**src/rtl/hash_req_arb.sv**
```systemverilog
`default_nettype none
// ============================================================================
// Module      : hash_req_arb
// Description : Round-robin, block-granular arbiter sharing one hash_gen
//               engine among N_REQ requesters. Accepted beats are registered
//               into the engine, finished hashes are tagged with the owning
//               requester ID and buffered in a show-ahead result FIFO.
//               Result slots are reserved when a block is admitted, because
//               the engine cannot be stalled.
//               Optional macro HASH_ARB_PROTO_CHK_EN adds err_o and forces the
//               start bit on beats that open a block without it.
// Revision    : 1.0 - initial release
// ============================================================================
module hash_req_arb #(
  parameter int N_REQ     = 4,
  parameter int RES_DEPTH = 4
) (
  input  logic                       clk,
  input  logic                       rst_n,
  input  logic [N_REQ-1:0]           req_valid_i,
  input  logic [N_REQ*128-1:0]       req_data_i,
  output logic [N_REQ-1:0]           req_ready_o,
  output logic [127:0]               hg_data_o,
  output logic                       hg_valid_o,
  input  logic [127:0]               hg_data_i,
  input  logic                       hg_valid_i,
  output logic [127:0]               res_data_o,
  output logic [$clog2(N_REQ)-1:0]   res_id_o,
  output logic                       res_valid_o,
  input  logic                       res_ready_i
`ifdef HASH_ARB_PROTO_CHK_EN
  ,
  output logic                       err_o
`endif
);

  localparam int IDW         = $clog2(N_REQ);
  localparam int C_RAW       = $clog2(RES_DEPTH);
  localparam int C_TAG_DEPTH = 4;
  localparam int C_RSW       = C_RAW + 4;

  localparam logic [0:0] S_IDLE  = 1'b0;
  localparam logic [0:0] S_BURST = 1'b1;

  // FSM and arbitration state
  logic [0:0]       state_q, state_d;
  logic [IDW-1:0]   rr_ptr_q, rr_ptr_d;
  logic [IDW-1:0]   owner_q, owner_d;

  // Engine drive registers
  logic             hg_valid_q;
  logic [127:0]     hg_data_q;

  // Tag queue (owner IDs of blocks in flight through the engine)
  logic [IDW-1:0]   tag_mem [C_TAG_DEPTH];
  logic [1:0]       tag_wr_q, tag_rd_q;
  logic [2:0]       tag_cnt_q;

  // Result FIFO
  logic [127:0]     res_data_mem [RES_DEPTH];
  logic [IDW-1:0]   res_id_mem   [RES_DEPTH];
  logic [C_RAW-1:0] res_wr_q, res_rd_q;
  logic [C_RAW:0]   res_cnt_q;

  // Combinational wires
  logic [C_RSW-1:0] w_reserved;
  logic             w_credit;
  logic             w_win_found;
  logic [IDW-1:0]   w_win_id;
  logic [IDW:0]     w_scan_idx;
  logic [IDW-1:0]   w_sel_id;
  logic [127:0]     w_sel_data;
  logic [127:0]     w_fwd_data;
  logic             w_acc;
  logic             w_beat_end;
  logic             w_tag_push;
  logic             w_tag_pop;
  logic             w_res_pop;

  function automatic logic [IDW-1:0] f_next(input logic [IDW-1:0] x);
    return (x == IDW'(N_REQ - 1)) ? '0 : x + IDW'(1);
  endfunction

  // Slots already promised: buffered results, blocks inside the engine, and
  // the block currently being streamed. Tag-queue room is also required so
  // that deeper result FIFOs cannot overrun the fixed-depth tag queue.
  assign w_reserved = C_RSW'(res_cnt_q) + C_RSW'(tag_cnt_q) + C_RSW'(state_q == S_BURST);
  assign w_credit   = (w_reserved < C_RSW'(RES_DEPTH)) && (tag_cnt_q < 3'(C_TAG_DEPTH));

  // Round-robin scan: first valid requester at or after rr_ptr, with wrap
  always_comb begin
    w_win_found = 1'b0;
    w_win_id    = '0;
    w_scan_idx  = '0;
    for (int k = 0; k < N_REQ; k++) begin
      w_scan_idx = {1'b0, rr_ptr_q} + (IDW+1)'(k);
      if (w_scan_idx >= (IDW+1)'(N_REQ)) begin
        w_scan_idx = w_scan_idx - (IDW+1)'(N_REQ);
      end
      if (!w_win_found && req_valid_i[w_scan_idx[IDW-1:0]]) begin
        w_win_found = 1'b1;
        w_win_id    = w_scan_idx[IDW-1:0];
      end
    end
  end

  assign w_sel_id   = (state_q == S_BURST) ? owner_q : w_win_id;
  assign w_sel_data = req_data_i[128*int'(w_sel_id) +: 128];
  assign w_acc      = |(req_ready_o & req_valid_i);
  assign w_beat_end = w_sel_data[8];

  // FSM output: grant is one-hot on the owner in BURST, on the winner in IDLE
  always_comb begin
    req_ready_o = '0;
    if (rst_n) begin
      if (state_q == S_BURST) begin
        req_ready_o[owner_q] = 1'b1;
      end else if (w_credit && w_win_found) begin
        req_ready_o[w_win_id] = 1'b1;
      end
    end
  end

  // FSM next state: admit a block in IDLE, hold the owner until its end beat
  always_comb begin
    state_d  = state_q;
    owner_d  = owner_q;
    rr_ptr_d = rr_ptr_q;
    case (state_q)
      S_IDLE: begin
        if (w_acc) begin
          if (w_beat_end) begin
            rr_ptr_d = f_next(w_win_id);
          end else begin
            owner_d = w_win_id;
            state_d = S_BURST;
          end
        end
      end
      S_BURST: begin
        if (w_acc && w_beat_end) begin
          rr_ptr_d = f_next(owner_q);
          state_d  = S_IDLE;
        end
      end
      default: state_d = S_IDLE;
    endcase
  end

  // Beat forwarded to the engine; a block-opening beat may get its start bit forced
  always_comb begin
    w_fwd_data = w_sel_data;
`ifdef HASH_ARB_PROTO_CHK_EN
    if (state_q == S_IDLE) begin
      w_fwd_data[9] = 1'b1;
    end
`endif
  end

  // FSM state register plus the registered engine drive
  always_ff @(posedge clk or negedge rst_n) begin
    if (!rst_n) begin
      state_q    <= S_IDLE;
      rr_ptr_q   <= '0;
      owner_q    <= '0;
      hg_valid_q <= 1'b0;
      hg_data_q  <= '0;
    end else begin
      state_q    <= state_d;
      rr_ptr_q   <= rr_ptr_d;
      owner_q    <= owner_d;
      hg_valid_q <= w_acc;
      if (w_acc) begin
        hg_data_q <= w_fwd_data;
      end
    end
  end

  assign hg_valid_o = hg_valid_q;
  assign hg_data_o  = hg_data_q;

  // Stray engine results (no tag waiting) are dropped without touching the queues
  assign w_tag_push = w_acc && w_beat_end;
  assign w_tag_pop  = hg_valid_i && (tag_cnt_q != 3'd0);
  assign w_res_pop  = res_valid_o && res_ready_i;

  // Tag queue pointers and occupancy
  always_ff @(posedge clk or negedge rst_n) begin
    if (!rst_n) begin
      tag_wr_q  <= '0;
      tag_rd_q  <= '0;
      tag_cnt_q <= '0;
    end else begin
      if (w_tag_push) tag_wr_q <= tag_wr_q + 2'd1;
      if (w_tag_pop)  tag_rd_q <= tag_rd_q + 2'd1;
      case ({w_tag_push, w_tag_pop})
        2'b10:   tag_cnt_q <= tag_cnt_q + 3'd1;
        2'b01:   tag_cnt_q <= tag_cnt_q - 3'd1;
        default: tag_cnt_q <= tag_cnt_q;
      endcase
    end
  end

  // Tag queue storage
  always_ff @(posedge clk) begin
    if (w_tag_push) begin
      tag_mem[tag_wr_q] <= w_sel_id;
    end
  end

  // Result FIFO pointers and occupancy; push and pop together leave count unchanged
  always_ff @(posedge clk or negedge rst_n) begin
    if (!rst_n) begin
      res_wr_q  <= '0;
      res_rd_q  <= '0;
      res_cnt_q <= '0;
    end else begin
      if (w_tag_pop) res_wr_q <= res_wr_q + C_RAW'(1);
      if (w_res_pop) res_rd_q <= res_rd_q + C_RAW'(1);
      case ({w_tag_pop, w_res_pop})
        2'b10:   res_cnt_q <= res_cnt_q + (C_RAW+1)'(1);
        2'b01:   res_cnt_q <= res_cnt_q - (C_RAW+1)'(1);
        default: res_cnt_q <= res_cnt_q;
      endcase
    end
  end

  // Result FIFO storage: hash tagged with the owner at the tag-queue head
  always_ff @(posedge clk) begin
    if (w_tag_pop) begin
      res_data_mem[res_wr_q] <= hg_data_i;
      res_id_mem[res_wr_q]   <= tag_mem[tag_rd_q];
    end
  end

  // Head is gated so the outputs read zero whenever the FIFO is empty
  assign res_valid_o = (res_cnt_q != '0);
  assign res_data_o  = res_valid_o ? res_data_mem[res_rd_q] : '0;
  assign res_id_o    = res_valid_o ? res_id_mem[res_rd_q]   : '0;

`ifdef HASH_ARB_PROTO_CHK_EN
  logic err_q;

  // Sticky protocol error: missing start bit on a block-opening beat, or a stray engine result
  always_ff @(posedge clk or negedge rst_n) begin
    if (!rst_n) begin
      err_q <= 1'b0;
    end else if ((w_acc && (state_q == S_IDLE) && !w_sel_data[9]) ||
                 (hg_valid_i && (tag_cnt_q == 3'd0))) begin
      err_q <= 1'b1;
    end
  end

  assign err_o = err_q;
`endif

endmodule
`default_nettype wire

```
**config.mk**
```make
export PLATFORM = sky130hd
export DESIGN_NAME = hash_req_arb
export DESIGN_NICKNAME = d
export VERILOG_FILES = /design/src/rtl/hash_req_arb.sv
export SDC_FILE = /design/constraint.sdc
export NUM_CORES = 1
export LEC_CHECK = 0
export CAP_MARGIN = 20
export CORE_MARGIN = 2
export CORE_UTILIZATION = 25
export CTS_CLUSTER_SIZE = 12
export DETAILED_ROUTE_END_ITERATION = 10
export DONT_BUFFER_PORTS = 1
export PLACE_DENSITY = 0.35
export SETUP_SLACK_MARGIN = 0.1
export SYNTH_ARGS = -nofsm -noshare
export SYNTH_HDL_FRONTEND = slang
export SYNTH_SLANG_ARGS = --single-unit
export TNS_END_PERCENT = 30
```
**constraint.sdc**
```tcl
create_clock -name clk -period 10.3 [get_ports clk]
set_input_delay 2.575 -clock clk [delete_from_list [all_inputs] [get_ports clk]]
set_output_delay 2.575 -clock clk [all_outputs]
set_load 0.005 [all_outputs]
```
==> results.ini <==
[power]
power_mw = 11.1
pwr_density_cell_nw_per_um2 = 323
combPwrFrac = 0.368
power.share.sequential = 0.378
power_switching_share = 0.352
pwr-share-clk = 0.253
power.internal_mw = 7.17
leakage_nw = 12.4
p_sw_mw = 3.90
peakVddDrop_v = 0.000268

[worst_setup_path]
max_stage_delay_ns = 0.37
timing.rr.end = hg_data_o[38]
crit_path_max_fanout = 7
critPathSlowestCell = nor3_1
cp-end-kind = output port
crit_type = input port to output port
startpoint_type = input port
critPathTopFamily = simple AND/OR/NAND/NOR gates
worstPathArrival_ns = 3.82
path_cells = mux2i_1, nor2_1, nor3_1, inv_1, ha_1, a22oi_1, nor2b_1
crit_start = req_valid_i[2]
ff2ff_path_depth = 7
critPathBufInv = 1
ff2ff_setup_slack_ns = 6.19
cp.required_ns = 7.73

[global_route]
track_usage = 0.188
grt_pass1_wl_mm = 158
grt-ovfl-total = 0
antenna_found_initial = 82
grt_pass1_vias = 17000
grt_max_degree = 230

[timing]
final_hold_viol_count = 0
slew_violations = 0
fin_skew_ns = 0.0272
timing.slew.headroom = 0.259
layout_setup_ws_ns = 3.90
fin_crit_sh = 0.621
worst_pin_slew_ns = 1.10
fmax_mhz = 156
rsz0062_at_grt = false
period_needed_ns = 6.40
tns_ns = 0
finalSetupViolations = 0
timing.hold.ws_ns = 0.513

[detailed_routing]
drt_first_iter_violations = 1025
finalWirelength_mm = 119
drt-vias-per-instance = 4.67
routedWlPerCell_um = 34.0
dr.pass1.iters = 5
num_vias = 16400
drc_errors = 0
detail-route-antenna-nets = 0

[layout]
final_core_util = 0.286
drive_gt1_frac = 0.216
final_cell_mix = 528 x edfxtp_1, 257 x mux2i_1, 146 x dfrtp_1, 137 x nand2_1, 132 x mux4_2
stdcell_area_um2 = 34300
seqCellArea_um2 = 19600
final_cells = 3510
multi_input_area_um2 = 9810
nets = 2482
num-fill-cells = 12100
syn_to_final_growth_pct = 13.4
final_common_cell = edfxtp_1

[die]
fp-row-count = 127
io_pins = 912
initial_core_util = 0.252
core_um2 = 120000
die_w_um = 352
die_h_um = 352
die_area_um2 = 124000

[yosys]
synth_fp_nets = 2498
ys_seq_area_frac = 0.646
syn_area_um2 = 30300
yosysWarnings = 0
synth.avg_cell_area_um2 = 16.6
synth_cells = 1827
synth_seq_cells = 676
yosysUniqueCellTypes = 49

[clock_tree]
clk_latency_ns = 0.66
cts_setup_buffers = 0
cts-buffers-inserted = 83
cts-hold-fix-buffers = 0
ctsRootBufferMaster = clkbuf_16
cts_resized = 0
cts_tree = yes
htree_num_levels = 3
clkTransAtPathRegs_ns = 0.06
clock-sinks = 676
cts_buffer_depth = 3

[placed_design]
portBuffers = 0
dp_slack_ns = 3.89
dp_hpwl_mm = 88.9
gp_congestion = 0.924
placed_cell_area_um2 = 31700
dp.cells = 3338

[min_path]
hold_path_end = res_cnt_q[2]
min-delay-start = res_cnt_q[2]
hold_depth = 1
hold_path_class = register to register

[outcome]
outcome = complete, no violations

[job]
cap_violations = 0

## kinds of logic (layout without fill, tap and decap cells)
logic type / Yosys count / in the layout / share of synthesized area
and+or+nand+nor: 299 / 299 / 0.0503
xor gates and xnor gates: 12 / 12 / 0.00347
other: 0 / 22 / 0
buffers and inverters: 144 / 193 / 0.0301
adders and majority gates: 23 / 23 / 0.0100
DFF: 676 / 676 / 0.646
AOI/OAI and AO/OA: 153 / 153 / 0.0275
muxes: 520 / 520 / 0.232
## registers in the layout (all words and copies together), names as in the netlist, named ones only
name / cells
res_data_mem: 512
hg_data_o: 128
res_id_mem: 8
tag_mem: 8
res_cnt_q: 3
tag_cnt_q: 3
owner_q: 2
res_rd_q: 2
res_wr_q: 2
rr_ptr_q: 2
tag_rd_q: 2
tag_wr_q: 2
hg_valid_o: 1
## power by group through the flow
| stage | clock, mW | combinational (mW) | sequential, mW |
|---|---|---|---|
| after floorplan | 0 | 3.39 | 4.02 |
| after global placement | 0 | 4.16 | 4.24 |
| after detailed placement | 0 | 4.21 | 4.25 |
| after CTS | 2.91 | 4.21 | 4.20 |
| after global routing | 3.01 | 4.45 | 4.27 |
| final | 2.80 | 4.08 | 4.19 |
## worst register-to-register path, delay by kind of cell (launching register included)
kind | cells | cell delay (ns)
AOI/OAI and AO/OA | 2 | 0.34
buffers and inverters | 2 | 1.47
DFF | 1 | 0.72
muxes | 2 | 0.92
and+or+nand+nor | 1 | 0.50
## cells in the mapped netlist (all sizes together)
library cell | instances | area (µm²)
edfxtp | 528 | 15900
mux2i | 257 | 2570
dfrtp | 148 | 3700
nand2 | 137 | 514
and2 | 135 | 845
mux4 | 132 | 2970
mux2 | 131 | 1480
o21ai | 131 | 656
buf | 66 | 619
clkbuf | 53 | 199
inv | 25 | 93.8
ha | 21 | 263
nor2 | 9 | 33.8
a22oi | 6 | 45.0
xnor2 | 6 | 52.6
xor2 | 6 | 52.6
a21oi | 5 | 25.0
nor2b | 5 | 33.8
and3 | 2 | 17.5
fa | 2 | 40.0
nand3 | 2 | 15.0
nand4 | 2 | 12.5
o211ai | 2 | 25.0
o21a | 2 | 15.0
a2111o | 1 | 11.3
a211o | 1 | 8.76
a211oi | 1 | 7.51
a221oi | 1 | 8.76
a22o | 1 | 8.76
and2b | 1 | 10.0
nand2b | 1 | 8.76
nor3 | 1 | 5.00
nor4 | 1 | 6.26
o31a | 1 | 8.76
o41a | 1 | 11.3
or2b | 1 | 7.51
or3 | 1 | 6.26
or4 | 1 | 7.51
## area by class of cell
class                      instances  share of cell area
sequential                       676               0.570
multi-input combinational       1007               0.286
clock buffer                     106              0.0636
tap                             1612              0.0588
clock inverter                    44              0.0120
timing repair buffer              18             0.00503
inverter                          25             0.00273
antenna                           22             0.00160
## how the worst max path moves through the flow
| stage | end | slack, ns | cells past startpoint |
|---|---|---|---|
| 2_1_floorplan | res_data_mem[0][0] | 3.77 | 3 |
| 3_3_place_gp | req_ready_o[0] | 3.93 | 7 |
| 4_1_cts | req_ready_o[0] | 3.89 | 7 |
| 6_report | req_ready_o[0] | 3.90 | 7 |
| 3_5_place_dp | req_ready_o[0] | 3.89 | 7 |
| 5_1_grt | req_ready_o[0] | 3.77 | 7 |
## routing by layer
metal / vias to the layer above / share of wire / track usage
met4: 14 / 0.030 / 0.0601
met3: 229 / 0.13 / 0.0955
met5: - / 0.00076 / 0
met2: 791 / 0.49 / 0.317
li1: 6985 / - / -
met1: 8368 / 0.36 / 0.204
No activity file was read; power rests on OpenSTA's default activity.
